===== config.mk =====
export PLATFORM = sky130hd
export DESIGN_NAME = ladybird_bus_router
export DESIGN_NICKNAME = d
export VERILOG_FILES = /design/src/rtl/ladybird_bus_router_pkg.sv /design/src/rtl/ladybird_route_fifo.sv /design/src/rtl/ladybird_bus_router.sv
export SDC_FILE = /design/constraint.sdc
export NUM_CORES = 1
export LEC_CHECK = 0
export CORE_AREA = 3 3 152 154
export CTS_BUF_LIST = sky130_fd_sc_hd__clkbuf_8
export CTS_CLUSTER_SIZE = 25
export DETAILED_ROUTE_END_ITERATION = 7
export DIE_AREA = 0 0 155 157
export GPL_ROUTABILITY_DRIVEN = 0
export GPL_TIMING_DRIVEN = 0
export MAX_ROUTING_LAYER = met4
export SLEW_MARGIN = 25
export SYNTH_ARGS = -nofsm -noshare
export SYNTH_HDL_FRONTEND = slang
export SYNTH_HIERARCHICAL = 1
export SYNTH_SLANG_ARGS = --single-unit

===== constraint.sdc =====
create_clock -name clk -period 6.64 [get_ports clk]
set_input_delay 1.328 -clock clk [delete_from_list [all_inputs] [get_ports clk]]
set_output_delay 1.328 -clock clk [all_outputs]
set_load 0.02 [all_outputs]

===== src/rtl/ladybird_bus_router_pkg.sv =====
// Shared configuration for the ladybird bus router: peripheral enumeration,
// the default nibble-decoded region map and the route FIFO entry layout.
package ladybird_config;

  localparam int NUM_PERIPHERAL = 6;
  localparam int CFG_XLEN       = 32;

  typedef enum logic [2:0] {
    ACC_IRAM = 3'd0,
    ACC_BRAM = 3'd1,
    ACC_DRAM = 3'd2,
    ACC_UART = 3'd3,
    ACC_QSPI = 3'd4,
    ACC_GPIO = 3'd5
  } access_t;

  // Index 0 (IRAM) is the rightmost element of each packed table.
  localparam logic [NUM_PERIPHERAL-1:0][CFG_XLEN-1:0] DEFAULT_REGION_BASE = {
    32'hE000_0000,  // GPIO
    32'hD000_0000,  // QSPI
    32'hF000_0000,  // UART
    32'h0000_0000,  // DRAM
    32'h8000_0000,  // BRAM
    32'h9000_0000   // IRAM
  };

  localparam logic [NUM_PERIPHERAL-1:0][CFG_XLEN-1:0] DEFAULT_REGION_MASK =
    {NUM_PERIPHERAL{32'hF000_0000}};

  typedef struct packed {
    logic    error;
    access_t ch;
  } route_entry_t;

endpackage


===== src/rtl/ladybird_route_fifo.sv =====
// Synchronous FIFO holding the routing decision of every in-flight request.
// Full/empty derive from the registered count, so a same-cycle pop never frees a slot early.
module ladybird_route_fifo #(
  parameter int DEPTH = 4,
  parameter int WIDTH = 4
) (
  input  logic                       clk,
  input  logic                       reset,
  input  logic                       push_i,
  input  logic [WIDTH-1:0]           push_data_i,
  input  logic                       pop_i,
  output logic [WIDTH-1:0]           pop_data_o,
  output logic                       full_o,
  output logic                       empty_o,
  output logic [$clog2(DEPTH+1)-1:0] count_o
);

  localparam int PTR_W = (DEPTH > 1) ? $clog2(DEPTH) : 1;
  localparam int CNT_W = $clog2(DEPTH + 1);

  logic [WIDTH-1:0] mem_q [DEPTH];
  logic [PTR_W-1:0] wr_ptr_q, wr_ptr_d;
  logic [PTR_W-1:0] rd_ptr_q, rd_ptr_d;
  logic [CNT_W-1:0] count_q, count_d;
  logic             do_push, do_pop;

  function automatic logic [PTR_W-1:0] ptr_inc(input logic [PTR_W-1:0] p);
    return (p == PTR_W'(DEPTH - 1)) ? '0 : p + PTR_W'(1);
  endfunction

  assign full_o     = (count_q == CNT_W'(DEPTH));
  assign empty_o    = (count_q == '0);
  assign count_o    = count_q;
  assign pop_data_o = mem_q[rd_ptr_q];

  assign do_push = push_i & ~full_o;
  assign do_pop  = pop_i & ~empty_o;

  always_comb begin
    wr_ptr_d = do_push ? ptr_inc(wr_ptr_q) : wr_ptr_q;
    rd_ptr_d = do_pop  ? ptr_inc(rd_ptr_q) : rd_ptr_q;
    count_d  = count_q;
    if (do_push && !do_pop) begin
      count_d = count_q + CNT_W'(1);
    end else if (!do_push && do_pop) begin
      count_d = count_q - CNT_W'(1);
    end
  end

  always_ff @(posedge clk) begin
    if (reset) begin
      wr_ptr_q <= '0;
      rd_ptr_q <= '0;
      count_q  <= '0;
    end else begin
      wr_ptr_q <= wr_ptr_d;
      rd_ptr_q <= rd_ptr_d;
      count_q  <= count_d;
    end
  end

  // Storage needs no reset: entries are only read while count is non-zero.
  always_ff @(posedge clk) begin
    if (do_push) begin
      mem_q[wr_ptr_q] <= push_data_i;
    end
  end

endmodule


===== src/rtl/ladybird_bus_router.sv =====
// Single-master request router: decodes each request against a base/mask region
// table, forwards it to one peripheral channel and returns responses in order.
module ladybird_bus_router
  import ladybird_config::*;
#(
  parameter int                            XLEN            = 32,
  parameter int                            NUM_CH          = NUM_PERIPHERAL,
  parameter int                            MAX_OUTSTANDING = 4,
  parameter logic [NUM_CH-1:0][XLEN-1:0]   REGION_BASE     = DEFAULT_REGION_BASE,
  parameter logic [NUM_CH-1:0][XLEN-1:0]   REGION_MASK     = DEFAULT_REGION_MASK,
  parameter bit                            DEFAULT_EN      = 1'b1,
  parameter int                            DEFAULT_CH      = 2
) (
  input  logic                           clk,
  input  logic                           reset,
  // Every handshake transfers exactly on a cycle where valid and ready are both
  // high at the rising edge; valid never depends on ready of the same interface.
  input  logic                           req_valid,
  output logic                           req_ready,
  input  logic [XLEN-1:0]                req_addr,
  input  logic [XLEN-1:0]                req_wdata,
  input  logic [XLEN/8-1:0]              req_wstrb,
  input  logic                           req_write,
  output logic                           resp_valid,
  input  logic                           resp_ready,
  output logic [XLEN-1:0]                resp_data,
  output logic                           resp_error,
  output logic [NUM_CH-1:0]              ch_req_valid,
  input  logic [NUM_CH-1:0]              ch_req_ready,
  output logic [XLEN-1:0]                ch_req_addr,
  output logic [XLEN-1:0]                ch_req_wdata,
  output logic [XLEN/8-1:0]              ch_req_wstrb,
  output logic                           ch_req_write,
  input  logic [NUM_CH-1:0]              ch_resp_valid,
  output logic [NUM_CH-1:0]              ch_resp_ready,
  input  logic [NUM_CH-1:0][XLEN-1:0]    ch_resp_data
);

  localparam int CH_W  = (NUM_CH > 1) ? $clog2(NUM_CH) : 1;
  localparam int ENT_W = CH_W + 1;
  localparam int CNT_W = $clog2(MAX_OUTSTANDING + 1);

  logic [CH_W-1:0]  dec_ch;
  logic             dec_hit;
  logic             dec_err;
  logic [ENT_W-1:0] push_entry;
  logic [ENT_W-1:0] last_q;
  logic             same_target;
  logic             can_issue;
  logic             req_fire;
  logic             resp_fire;

  logic [ENT_W-1:0] head_entry;
  logic             head_err;
  logic [CH_W-1:0]  head_ch;
  logic             fifo_full;
  logic             fifo_empty;
  logic [CNT_W-1:0] fifo_count;

  // Walk from the top index down so the lowest-index hit is the one that sticks.
  always_comb begin
    dec_ch  = CH_W'(DEFAULT_CH);
    dec_hit = 1'b0;
    for (int i = NUM_CH - 1; i >= 0; i--) begin
      if ((req_addr & REGION_MASK[i]) == REGION_BASE[i]) begin
        dec_hit = 1'b1;
        dec_ch  = CH_W'(i);
      end
    end
    dec_err = ~dec_hit & ~DEFAULT_EN;
  end

  // Error entries carry channel 0 so that "error" compares as a single target.
  assign push_entry  = {dec_err, (dec_err ? {CH_W{1'b0}} : dec_ch)};
  assign same_target = (push_entry == last_q);
  assign can_issue   = ~fifo_full & (fifo_empty | same_target);

  assign req_ready = can_issue & (dec_err | ch_req_ready[dec_ch]);
  assign req_fire  = req_valid & req_ready;

  always_comb begin
    ch_req_valid = '0;
    if (!dec_err) begin
      ch_req_valid[dec_ch] = req_valid & can_issue;
    end
  end

  assign ch_req_addr  = req_addr;
  assign ch_req_wdata = req_wdata;
  assign ch_req_wstrb = req_wstrb;
  assign ch_req_write = req_write;

  always_ff @(posedge clk) begin
    if (reset) begin
      last_q <= '0;
    end else if (req_fire) begin
      last_q <= push_entry;
    end
  end

  ladybird_route_fifo #(
    .DEPTH (MAX_OUTSTANDING),
    .WIDTH (ENT_W)
  ) u_route_fifo (
    .clk         (clk),
    .reset       (reset),
    .push_i      (req_fire),
    .push_data_i (push_entry),
    .pop_i       (resp_fire),
    .pop_data_o  (head_entry),
    .full_o      (fifo_full),
    .empty_o     (fifo_empty),
    .count_o     (fifo_count)
  );

  assign head_err = head_entry[CH_W];
  assign head_ch  = head_entry[CH_W-1:0];

  // Only the head channel ever sees ready, so later channels cannot overtake it.
  always_comb begin
    resp_valid    = 1'b0;
    resp_data     = '0;
    resp_error    = 1'b0;
    ch_resp_ready = '0;
    if (fifo_count != '0) begin
      if (head_err) begin
        resp_valid = 1'b1;
        resp_error = 1'b1;
      end else begin
        resp_valid             = ch_resp_valid[head_ch];
        resp_data              = ch_resp_data[head_ch];
        ch_resp_ready[head_ch] = resp_ready;
      end
    end
  end

  assign resp_fire = resp_valid & resp_ready;

endmodule


==> results.cfg <==
[outcome]
status = finished clean

[worst_setup_path]
arrival_ns = 3.90
crit_fanout = 10
critical_path_class = input pin to output pin
critPathRequiredTime_ns = 5.31
end_kind = output pin
crit_path_start_kind = input pin

[route]
vias = 4716
drt_iter0_drc = 201
wl_um = 20100
wl_per_cell_um = 18.1
vias_per_cell = 4.26
postRouteAntennaNets = 0
drc = 0
dr.pass1.iters = 4

[clock_tree]
cts_hold_buf = 0
clkTransAtPathRegs_ns = 0.08
cts_sinks = 28
htreeDepth = 1
cts_root_buffer = clkbuf_8
clock_latency_ns = 0.27
numCtsBuffers = 3
clock_path_buffers = 2
cts_resized = 0
post_cts.repair.setup_buffers = 0
cts_tree = done

[flow_run]
cap_viol_max_count = 0

[final_layout]
area_delta_synth_final_pct = 92.5
drive_gt1_share_pct = 13.8
nNetsFinal = 1109
multi_input_area_mm2 = 0.00247
seq_area_um2 = 721
mostFrequentLayoutCell = clkdlybuf4s50_1
layout_common_cells = 326 x clkdlybuf4s50_1, 75 x nor2_1, 71 x mux2i_1
final_util_pct = 35.0
fillers = 2259

[sta]
worstMarginPinSlew_ns = 0.689
setup_viol = 0
fin_skew_ns = 0.00877
whs_ns = 0.508
period_needed_ns = 5.23
slew_violations = 0
period_share_pct = 78.8
slew_headroom_pct = 53.7
max_freq_mhz = 191
setup_tns_ns = 0
hold_violations = 0
rsz0062_at_grt = no
fin_ws_ns = 1.41

[floorplanning]
design.core.area_mm2 = 0.0218
rows = 54
die_y_um = 157
die_area_mm2 = 0.0243
io_pins = 393
initial_utilization_pct = 18.2
die_w_um = 155

[grt]
grt_pass1_vias = 4850
grt_max_degree = 16
antenna_found_initial = 2
grt_pass1_wl_um = 28500
grt.total_usage_pct = 15.1
gr-total-overflow = 0

[power_and_ir_drop]
finalPower_mw = 1.60
power.density_mw_per_mm2 = 209
p_leak_nw = 2.99
ir_drop_uv = 87.5

[yosys]
yosysSeqAreaShare_pct = 18.1
avgSynthCellArea_um2 = 8.09
synth_flop_cell = edfxtp_1
yosys_warnings = 6
synth_cell_types = 56
synthCells = 491
async_flop_share_pct = 0
synth-seq-cells = 28
synth_edf_count = 16
netlist_area_mm2 = 0.00397

[place]
port_buffers = 326
dp_slack_ns = 1.43
place_hpwl_um = 17300

[min_path]
hp-class = flip-flop to flip-flop
[cell families after synthesis]
group	after synthesis	synth area share, %
XOR/XNOR	4	0.882
adder cells (fa/ha/maj)	7	2.39
multiplexers	76	20.7
AO/OA/AOI/OAI	122	21.5
AND/OR/NAND/NOR	130	16.4
flip-flops	28	18.1
other	1	0.0944
buffers and inverters	123	19.9
[flip-flops by register name, summed over array words and instances, names as in the netlist, named ones only]
register / count
u_route_fifo/count_o: 3
u_route_fifo/mem_q: 16
u_route_fifo/wr_ptr_q: 2
last_q: 3
u_route_fifo/rd_ptr_q: 2
[Yosys cell counts (2+ instances only)]
| cell | instances | area, um2 |
|---|---|---|
| a21o_2 | 2 | 17.5 |
| mux2i_1 | 71 | 711 |
| dfxtp_1 | 12 | 240 |
| and3_1 | 7 | 43.8 |
| edfxtp_1 | 16 | 480 |
| buf_2 | 13 | 65.1 |
| nand2_1 | 3 | 11.3 |
| mux4_2 | 5 | 113 |
| buf_6 | 4 | 45.0 |
| a311oi_1 | 2 | 17.5 |
| o31ai_2 | 2 | 25.0 |
| a211oi_1 | 64 | 480 |
| ha_1 | 6 | 75.1 |
| nor2_1 | 75 | 282 |
| buf_1 | 8 | 30.0 |
| a21oi_1 | 38 | 190 |
| nor2b_1 | 3 | 18.8 |
| o21bai_1 | 2 | 15.0 |
| xor2_1 | 4 | 35.0 |
| o21ai_0 | 4 | 20.0 |
| nor4b_1 | 2 | 17.5 |
| nor3_1 | 9 | 45.0 |
| and4_2 | 2 | 20.0 |
| nand2b_1 | 6 | 37.5 |
| nand3_1 | 5 | 25.0 |
| or3_1 | 2 | 12.5 |
| clkbuf_1 | 17 | 63.8 |
| buf_4 | 70 | 526 |
| inv_1 | 9 | 33.8 |
| nor4bb_1 | 2 | 20.0 |
[power breakdown]
group / switching [mW] / leakage (nW) / internal (mW)
registers: 0.0228 / 0.243 / 0.207
clock network: 0.0480 / 0.0269 / 0.0413
logic: 0.700 / 2.72 / 0.581
total: 0.770 / 2.99 / 0.830
[stage by stage]
step	std cells	area, um2
6_report	1106	7650
5_1_grt	1106	7650
4_1_cts	1104	7640
3_5_place_dp	1100	7600
3_3_place_gp	1100	7600
2_1_floorplan	494	3980
[worst max-delay path, stage by stage]
cell and delay, ns:
clkdlybuf4s50_1 0.58, buf_2 0.24, nor4b_1 0.32, a31oi_1 0.13
o211ai_1 0.18, nand2_1 0.21, nor4_2 0.25, clkdlybuf4s50_1 0.65
[layer usage]
layer / part of all wire, % / track usage, %
met1: 41 / 18.5
met2: 52 / 26.9
met3: 7.1 / 3.13
met4: 0.56 / 1.18
met5: 0 / -
[layout make-up]
type	instances	area share, %
timing repair buffer	326	42.7
clock inverter	1	0.0491
tap	280	4.58
inverter	11	0.785
antenna	2	0.0655
sequential	28	9.43
buffer	112	9.54
multi-input combinational	343	32.3
clock buffer	3	0.540
[path summary, 6_finish.rpt]
check | startpoint | to | slack, ns | cells after the start
worst max-delay path | req_addr[31] | ch_req_valid[4] | 1.41 | 8
worst min-delay path | u_route_fifo/rd_ptr_q[0] | flip-flop | 0.51 | 2
worst max register to register | flip-flop | u_route_fifo/count_o[2] | 3.02 | 13
worst min register to register | u_route_fifo/rd_ptr_q[0] | flip-flop | 0.51 | 2
Power figures use the tool's default switching activity.
